### config.mk
export PLATFORM = sky130hd
export DESIGN_NAME = load_store_unit_flat
export DESIGN_NICKNAME = d
export VERILOG_FILES = /design/src/rtl/load_store_unit_if.sv /design/src/rtl/load_store_unit.sv /design/src/flat_wrapper.sv
export SDC_FILE = /design/constraint.sdc
export NUM_CORES = 1
export LEC_CHECK = 0
export BUFFER_PORTS_ARGS = -buffer_cell sky130_fd_sc_hd__buf_2
export CORE_MARGIN = 2
export CORE_UTILIZATION = 50
export DETAILED_ROUTE_END_ITERATION = 6
export GPL_ROUTABILITY_DRIVEN = 0
export HOLD_SLACK_MARGIN = 0.02
export PLACE_DENSITY = 0.79
export SKIP_LAST_GASP = 1
export SYNTH_ARGS = -nofsm -noshare
export SYNTH_HDL_FRONTEND = slang
export SYNTH_SLANG_ARGS = --single-unit
export TNS_END_PERCENT = 1
### constraint.sdc
create_clock -name clk -period 3.7 [get_ports clk]
set_input_delay 0.74 -clock clk [delete_from_list [all_inputs] [get_ports clk]]
set_output_delay 0.74 -clock clk [all_outputs]
set_load 0.05 [all_outputs]
### src/rtl/load_store_unit_if.sv
// Request/response and data-memory bus bundle for the load/store unit.
// Ports: req_* / resp_* pipeline handshake, mem_* word-wide memory bus, busy status.
interface load_store_unit_if #(
    parameter int ADDR_W = 8
);
    logic              req_valid;
    logic              req_ready;
    logic              req_we;
    logic [1:0]        req_size;
    logic              req_signed;
    logic [31:0]       req_addr;
    logic [31:0]       req_wdata;

    logic              resp_valid;
    logic [31:0]       resp_rdata;
    logic              resp_err;

    logic [ADDR_W-1:0] mem_addr;
    logic [31:0]       mem_wdata;
    logic              mem_we;
    logic              mem_re;
    logic [31:0]       mem_rdata;

    logic              busy;

    // Pipeline and memory side: drives requests and memory read data.
    modport master (
        output req_valid, req_we, req_size, req_signed, req_addr, req_wdata,
        output mem_rdata,
        input  req_ready, resp_valid, resp_rdata, resp_err,
        input  mem_addr, mem_wdata, mem_we, mem_re, busy
    );

    // Load/store unit side.
    modport slave (
        input  req_valid, req_we, req_size, req_signed, req_addr, req_wdata,
        input  mem_rdata,
        output req_ready, resp_valid, resp_rdata, resp_err,
        output mem_addr, mem_wdata, mem_we, mem_re, busy
    );
endinterface

### src/rtl/load_store_unit.sv
// Memory-stage load/store unit: byte/half/word loads with extension and
// read-modify-write sub-word stores on a memory without byte enables.
// Ports: clk, rst (async, active-high), bus (load_store_unit_if.slave).
module load_store_unit #(
    parameter int ADDR_W = 8
) (
    input  logic               clk,
    input  logic               rst,
    load_store_unit_if.slave   bus
);
    localparam logic [2:0] IDLE = 3'd0;
    localparam logic [2:0] RD   = 3'd1;
    localparam logic [2:0] CAP  = 3'd2;
    localparam logic [2:0] WR   = 3'd3;
    localparam logic [2:0] RESP = 3'd4;

    localparam logic [1:0] SZ_B = 2'b00;
    localparam logic [1:0] SZ_H = 2'b01;
    localparam logic [1:0] SZ_W = 2'b10;

    logic [2:0]        state;
    logic              op_we;
    logic [1:0]        op_size;
    logic              op_signed;
    logic [1:0]        op_off;
    logic [31:0]       op_wdata;

    logic              mem_we_q;
    logic              mem_re_q;
    logic [ADDR_W-1:0] mem_addr_q;
    logic [31:0]       mem_wdata_q;
    logic              resp_valid_q;
    logic [31:0]       resp_rdata_q;
    logic              resp_err_q;

    logic              accept;
    logic              req_err;
    logic [7:0]        lane_b;
    logic [15:0]       lane_h;
    logic [31:0]       load_data;
    logic [31:0]       merge_data;

    assign bus.req_ready  = (state == IDLE);
    assign bus.busy       = (state != IDLE);
    assign bus.mem_we     = mem_we_q;
    assign bus.mem_re     = mem_re_q;
    assign bus.mem_addr   = mem_addr_q;
    assign bus.mem_wdata  = mem_wdata_q;
    assign bus.resp_valid = resp_valid_q;
    assign bus.resp_rdata = resp_rdata_q;
    assign bus.resp_err   = resp_err_q;

    assign accept = bus.req_valid && (state == IDLE);

    // Alignment, size and range check on the live request.
    always_comb begin
        req_err = 1'b0;
        unique case (1'b1)
            (bus.req_size == SZ_B): req_err = 1'b0;
            (bus.req_size == SZ_H): req_err = bus.req_addr[0];
            (bus.req_size == SZ_W): req_err = |bus.req_addr[1:0];
            default:                req_err = 1'b1;
        endcase
        if (|bus.req_addr[31:ADDR_W+2]) begin
            req_err = 1'b1;
        end
    end

    // Lane extraction from the word returned by memory.
    always_comb begin
        lane_b = bus.mem_rdata[7:0];
        unique case (op_off)
            2'd0: lane_b = bus.mem_rdata[7:0];
            2'd1: lane_b = bus.mem_rdata[15:8];
            2'd2: lane_b = bus.mem_rdata[23:16];
            2'd3: lane_b = bus.mem_rdata[31:24];
            default: lane_b = bus.mem_rdata[7:0];
        endcase
        lane_h = op_off[1] ? bus.mem_rdata[31:16] : bus.mem_rdata[15:0];
    end

    always_comb begin
        load_data = bus.mem_rdata;
        unique case (1'b1)
            (op_size == SZ_B):
                load_data = {{24{op_signed & lane_b[7]}}, lane_b};
            (op_size == SZ_H):
                load_data = {{16{op_signed & lane_h[15]}}, lane_h};
            default:
                load_data = bus.mem_rdata;
        endcase
    end

    // Read-modify-write merge: replace only the addressed lane.
    always_comb begin
        merge_data = bus.mem_rdata;
        if (op_size == SZ_B) begin
            unique case (op_off)
                2'd0: merge_data[7:0]   = op_wdata[7:0];
                2'd1: merge_data[15:8]  = op_wdata[7:0];
                2'd2: merge_data[23:16] = op_wdata[7:0];
                2'd3: merge_data[31:24] = op_wdata[7:0];
                default: merge_data = bus.mem_rdata;
            endcase
        end else if (op_off[1]) begin
            merge_data[31:16] = op_wdata[15:0];
        end else begin
            merge_data[15:0] = op_wdata[15:0];
        end
    end

    always_ff @(posedge clk or posedge rst) begin
        if (rst) begin
            state        <= IDLE;
            op_we        <= 1'b0;
            op_size      <= 2'b00;
            op_signed    <= 1'b0;
            op_off       <= 2'b00;
            op_wdata     <= 32'h0;
            mem_we_q     <= 1'b0;
            mem_re_q     <= 1'b0;
            mem_addr_q   <= '0;
            mem_wdata_q  <= 32'h0;
            resp_valid_q <= 1'b0;
            resp_rdata_q <= 32'h0;
            resp_err_q   <= 1'b0;
        end else begin
            // Strobes and the response are single-cycle pulses.
            mem_we_q     <= 1'b0;
            mem_re_q     <= 1'b0;
            resp_valid_q <= 1'b0;
            resp_rdata_q <= 32'h0;
            resp_err_q   <= 1'b0;
            unique case (state)
                IDLE: begin
                    if (accept) begin
                        op_we     <= bus.req_we;
                        op_size   <= bus.req_size;
                        op_signed <= bus.req_signed;
                        op_off    <= bus.req_addr[1:0];
                        op_wdata  <= bus.req_wdata;
                        if (req_err) begin
                            state        <= RESP;
                            resp_valid_q <= 1'b1;
                            resp_err_q   <= 1'b1;
                        end else begin
                            mem_addr_q <= bus.req_addr[ADDR_W+1:2];
                            if (bus.req_we && bus.req_size == SZ_W) begin
                                state       <= WR;
                                mem_we_q    <= 1'b1;
                                mem_wdata_q <= bus.req_wdata;
                            end else begin
                                state    <= RD;
                                mem_re_q <= 1'b1;
                            end
                        end
                    end
                end
                RD: begin
                    state <= CAP;
                end
                CAP: begin
                    if (op_we) begin
                        state       <= WR;
                        mem_we_q    <= 1'b1;
                        mem_wdata_q <= merge_data;
                    end else begin
                        state        <= RESP;
                        resp_valid_q <= 1'b1;
                        resp_rdata_q <= load_data;
                    end
                end
                WR: begin
                    state        <= RESP;
                    resp_valid_q <= 1'b1;
                end
                RESP: begin
                    state <= IDLE;
                end
                default: begin
                    state <= IDLE;
                end
            endcase
        end
    end
endmodule

### src/flat_wrapper.sv
// flat-port wrapper written by rule: the top's interface ports become plain ports
module load_store_unit_flat 
#(
    parameter int ADDR_W = 8
)
  (clk, rst, bus_req_valid, bus_req_we, bus_req_size, bus_req_signed, bus_req_addr, bus_req_wdata, bus_mem_rdata, bus_req_ready, bus_resp_valid, bus_resp_rdata, bus_resp_err, bus_mem_addr, bus_mem_wdata, bus_mem_we, bus_mem_re, bus_busy);
  load_store_unit_if #(.ADDR_W(ADDR_W)) bus_i ();
  input  logic clk;
  input  logic rst;
  input wire logic [$bits(bus_i.req_valid)-1:0] bus_req_valid;
  input wire logic [$bits(bus_i.req_we)-1:0] bus_req_we;
  input wire logic [$bits(bus_i.req_size)-1:0] bus_req_size;
  input wire logic [$bits(bus_i.req_signed)-1:0] bus_req_signed;
  input wire logic [$bits(bus_i.req_addr)-1:0] bus_req_addr;
  input wire logic [$bits(bus_i.req_wdata)-1:0] bus_req_wdata;
  input wire logic [$bits(bus_i.mem_rdata)-1:0] bus_mem_rdata;
  output wire logic [$bits(bus_i.req_ready)-1:0] bus_req_ready;
  output wire logic [$bits(bus_i.resp_valid)-1:0] bus_resp_valid;
  output wire logic [$bits(bus_i.resp_rdata)-1:0] bus_resp_rdata;
  output wire logic [$bits(bus_i.resp_err)-1:0] bus_resp_err;
  output wire logic [$bits(bus_i.mem_addr)-1:0] bus_mem_addr;
  output wire logic [$bits(bus_i.mem_wdata)-1:0] bus_mem_wdata;
  output wire logic [$bits(bus_i.mem_we)-1:0] bus_mem_we;
  output wire logic [$bits(bus_i.mem_re)-1:0] bus_mem_re;
  output wire logic [$bits(bus_i.busy)-1:0] bus_busy;
  assign bus_i.req_valid = bus_req_valid;
  assign bus_i.req_we = bus_req_we;
  assign bus_i.req_size = bus_req_size;
  assign bus_i.req_signed = bus_req_signed;
  assign bus_i.req_addr = bus_req_addr;
  assign bus_i.req_wdata = bus_req_wdata;
  assign bus_i.mem_rdata = bus_mem_rdata;
  assign bus_req_ready = bus_i.req_ready;
  assign bus_resp_valid = bus_i.resp_valid;
  assign bus_resp_rdata = bus_i.resp_rdata;
  assign bus_resp_err = bus_i.resp_err;
  assign bus_mem_addr = bus_i.mem_addr;
  assign bus_mem_wdata = bus_i.mem_wdata;
  assign bus_mem_we = bus_i.mem_we;
  assign bus_mem_re = bus_i.mem_re;
  assign bus_busy = bus_i.busy;
  load_store_unit #(.ADDR_W(ADDR_W)) u_core (.clk(clk), .rst(rst), .bus(bus_i));
endmodule
==> summary.txt <==
Floorplan
  • Initial standard-cell utilization of the core: 0.519
  • Horizontal die dimension: 108 um
  • Die area: 11600 sq um
  • Top Ports: 181
  • Standard-cell row count: 37
  • Core box area: 10400 sq um
  • Die Span Y: 108 um

Min path
  • Min-Delay Endpoint: u_core.bus.mem_addr[0]
  • Type of the most critical hold path: reg -> reg
  • Hold wc startpoint: u_core.bus.mem_addr[0]
  • Number of stages on the worst hold path: 1

Detailed routing
  • Number of iterations in the first detailed-routing pass: 5
  • Routed wire length: 14.9 mm
  • Detailed-route via count: 4634
  • Per-cell via count in the routed design: 5.75
  • ANT nets after route: 0
  • DRC violations left: 0
  • Wire length per cell after detailed routing: 18.4 um
  • DRC marker count from the first detailed-route iteration: 342

Synthesis
  • Number of instances in the synthesized netlist: 503
  • Synth Cell Area: 5380 sq um
  • Register bit count reported by yosys: 101
  • Synthesized netlist net count: 606
  • Average cell area after synthesis: 10.7 sq um
  • Count of distinct cell types in the synthesized netlist: 36
  • Proportion of synthesized chip area in sequential cells: 0.470
  • YS warnings: 0

Status
  • Result of the run: finished clean

STA
  • Smallest hold slack: 0.513 ns
  • Final number of hold-violating endpoints: 0
  • Setup repair after global routing missed its margin: false
  • Final Max Tran Viols: 0
  • Fmax: 390 MHz
  • Min Clock Period, post-route: 2.57 ns
  • Setup TNS: 0 ns
  • Share of the clock period used by the worst path after layout: 0.694
  • Number of failing setup endpoints in the final timing report: 0
  • Slew Limit Headroom: 0.155
  • Slew at the pin with the worst max-slew slack: 1.27 ns
  • Post-Route Skew: 0.0111 ns

Setup path
  • Slowest cell on the critical path: a32oi_4
  • Arr. time, crit path: 2.86 ns
  • Startpoint of the lowest-slack register-to-register path: u_core.state[0]
  • Buffers plus inverters on the worst setup path: 2
  • Gate family responsible for the most delay along the worst path: compound AO/OA/AOI/OAI gates
  • Data required time of the critical path: 4.00 ns
  • Number of cells on the worst reg-to-reg path: 4
  • Nature of the critical path startpoint: input port
  • Largest stage delay on the critical path: 1.04 ns
  • Chain of cells forming the critical path: buf_2 > a21oi_1 > nor2_1 > nor3_4 > a32oi_4 > buf_4 > mux2i_1
  • Setup CP Type: in -> reg
  • Terminus of the critical flop-to-flop path: u_core.bus.resp_rdata[5]
  • Critical path capture point type: flop
  • Crit-path max FO: 25
  • Flop2flop setup slack: 1.23 ns

Clock network
  • Post CTS Setup Buffer Count: 0
  • Maximum number of buffers from clock root to sink: 2
  • Clock Tree Root: clkbuf_8
  • Cts-stage hold buffer count: 0
  • CTS HTree Levels: 3
  • Clock net sink count: 101
  • TritonCTS clock tree: done
  • Number of buffers added by the clock tree synthesis step: 9
  • Post-cts gate resize count: 0
  • Clock latency reported for the late side of the worst-skew pair: 0.37 ns
  • Clock transition time at the flip-flop clock pins of the worst setup and hold paths: 0.11 ns

Power
  • Power density of the placed cells: 381 nW/um^2
  • Maximum ir drop on the vdd rail: 0.276 mV
  • Leakage power of the design: 0.00371 uW
  • Tot Pwr: 2500 uW

Layout
  • Share of final-layout standard cells stronger than drive strength 1: 0.412
  • Area growth from synthesis to layout: 21.7%
  • # nets final: 766
  • Fillers: 870
  • Fraction of the core area covered by cells at the end of the flow: 0.631

Run
  • Number of maximum-capacitance violations: 0

Placed design
  • Quantity of I/O buffers inserted on ports: 180
  • HPWL reported at the end of detailed placement: 11.1 mm

Global routing
  • Vias in the first global route: 4612
  • Largest net degree at the start of global routing: 89
  • Remaining global-route overflow: 0
  • Antenna violations before repair: 1
  • Total GRT Usage: 0.265
  • First-pass GRT wire length: 23.8 mm
[through the flow]
stage / setup WS, ns / area, sq um / instances
2_1_floorplan: 0.313 / 5380 / 503
3_3_place_gp: 0.850 / 6310 / 788
3_5_place_dp: 0.723 / 6310 / 788
4_1_cts: 1.13 / 6540 / 804
5_1_grt: 0.999 / 6550 / 806
6_report: 1.13 / 6550 / 806
[layout by cell type, fill, tap and decap left out, types with 2 or more instances in the layout]
master     instances
clkbuf_8           9
a211oi_1          17
nor2_2             2
dfrtp_1          100
o22ai_1            7
a21o_1            17
mux2_2            38
nor2_1            26
nand2b_1           3
nor3_2             2
inv_1             22
nor4_1             5
nor3_1             3
mux2_4            21
a21oi_1           25
bufinv_16          2
or2_2              2
mux2i_1           47
o21ai_0           43
buf_2            180
a221oi_1          16
nand2_1           48
diode_2            2
buf_4              5
inv_6              2
nor2b_1            9
[layout make-up]
type	instances	area, sq um	share of cell area
Multi-Input combinational cell	342	2580	0.394
Sequential cell	101	2530	0.386
Timing Repair Buffer	185	938	0.143
Tap cell	136	170	0.0260
Clock buffer	9	124	0.0189
Clock inverter	7	105	0.0161
Inverter	24	92.6	0.0141
Antenna cell	2	5.00	0.000765
[layer usage]
| layer | up-vias | global-route usage | wire length, um |
|---|---|---|---|
| met5 | - | 0 | 0 |
| met2 | 238 | 0.400 | 6790 |
| li1 | 2118 | - | - |
| met1 | 2242 | 0.373 | 6370 |
| met4 | 0 | 0.107 | 473 |
| met3 | 36 | 0.0569 | 1230 |
[cell usage after synthesis]
cell type	count	area, sq um
and2_1	1	6.26
a21oi_2	1	8.76
o22ai_1	7	43.8
a211oi_1	17	128
nor2_1	27	101
mux2_4	21	315
inv_2	1	3.75
a21oi_1	25	125
a221oi_1	16	140
a21o_1	17	128
nand4_1	1	6.26
or2_2	2	12.5
a2111oi_4	1	27.5
dfrtp_1	101	2530
o21ai_0	43	215
nor3_1	3	15.0
nor3_4	1	16.3
inv_1	23	86.3
buf_2	13	65.1
nor4_1	5	31.3
nand2_1	48	180
a32oi_4	1	27.5
clkbuf_1	18	67.6
a311oi_1	1	8.76
or3_1	1	6.26
mux2_2	38	428
nor3_2	2	20.0
mux4_2	1	22.5
mux2i_1	47	470
a31oi_1	1	6.26
nor2_2	1	6.26
nor2b_1	9	56.3
clkbuf_2	1	5.00
buf_6	4	45.0
a22oi_1	1	7.51
nand2b_1	3	18.8
[worst reg2reg max path: cells and delay by family (launching register included)]
kind | cells | cell delay [ns]
and+or+nand+nor | 2 | 1.42
DFF | 1 | 0.46
AOI/OAI and AO/OA | 2 | 0.47
[power breakdown]
part	internal (uW)	switching (uW)	total [uW]	leakage [uW]
combinational	199	277	475	0.00228
sequential	1140	70.8	1210	0.00132
clock	392	417	809	0.000112
total	1730	764	2500	0.00371
[cell families (layout without fill, tap and decap cells)]
group	count (synthesis)	after routing	synth area share
other	0	2	0
flip-flops	101	101	0.470
AO/OA/AOI/OAI	131	131	0.161
multiplexers	107	107	0.230
buffers and inverters	60	225	0.0507
AND/OR/NAND/NOR	104	104	0.0886
[worst max-delay path by stage]
stage | start | end | slack (ns) | depth (start not counted)
2_1_floorplan | rst | u_core.bus.mem_addr[0] | 0.31 | 1
3_3_place_gp | bus_req_size[0] | u_core.bus.mem_wdata[14] | 0.85 | 7
3_5_place_dp | bus_req_size[0] | u_core.bus.mem_wdata[13] | 0.72 | 7
4_1_cts | bus_req_size[0] | u_core.bus.mem_wdata[13] | 1.13 | 7
5_1_grt | u_core.state[0] | u_core.bus.resp_rdata[5] | 1.0 | 4
6_report | bus_req_size[0] | u_core.bus.mem_wdata[13] | 1.13 | 7
[flip-flops by register name, indices dropped and copies added (netlist names)]
signal / cells
u_core.bus.mem_wdata: 32
u_core.bus.resp_rdata: 32
u_core.op_wdata: 16
u_core.bus.mem_addr: 8
u_core.state: 3
u_core.op_off: 2
u_core.op_size: 2
u_core.bus.mem_re: 1
u_core.bus.mem_we: 1
u_core.bus.resp_err: 1
u_core.bus.resp_valid: 1
u_core.op_signed: 1
u_core.op_we: 1
Power figures use the tool's default switching activity.
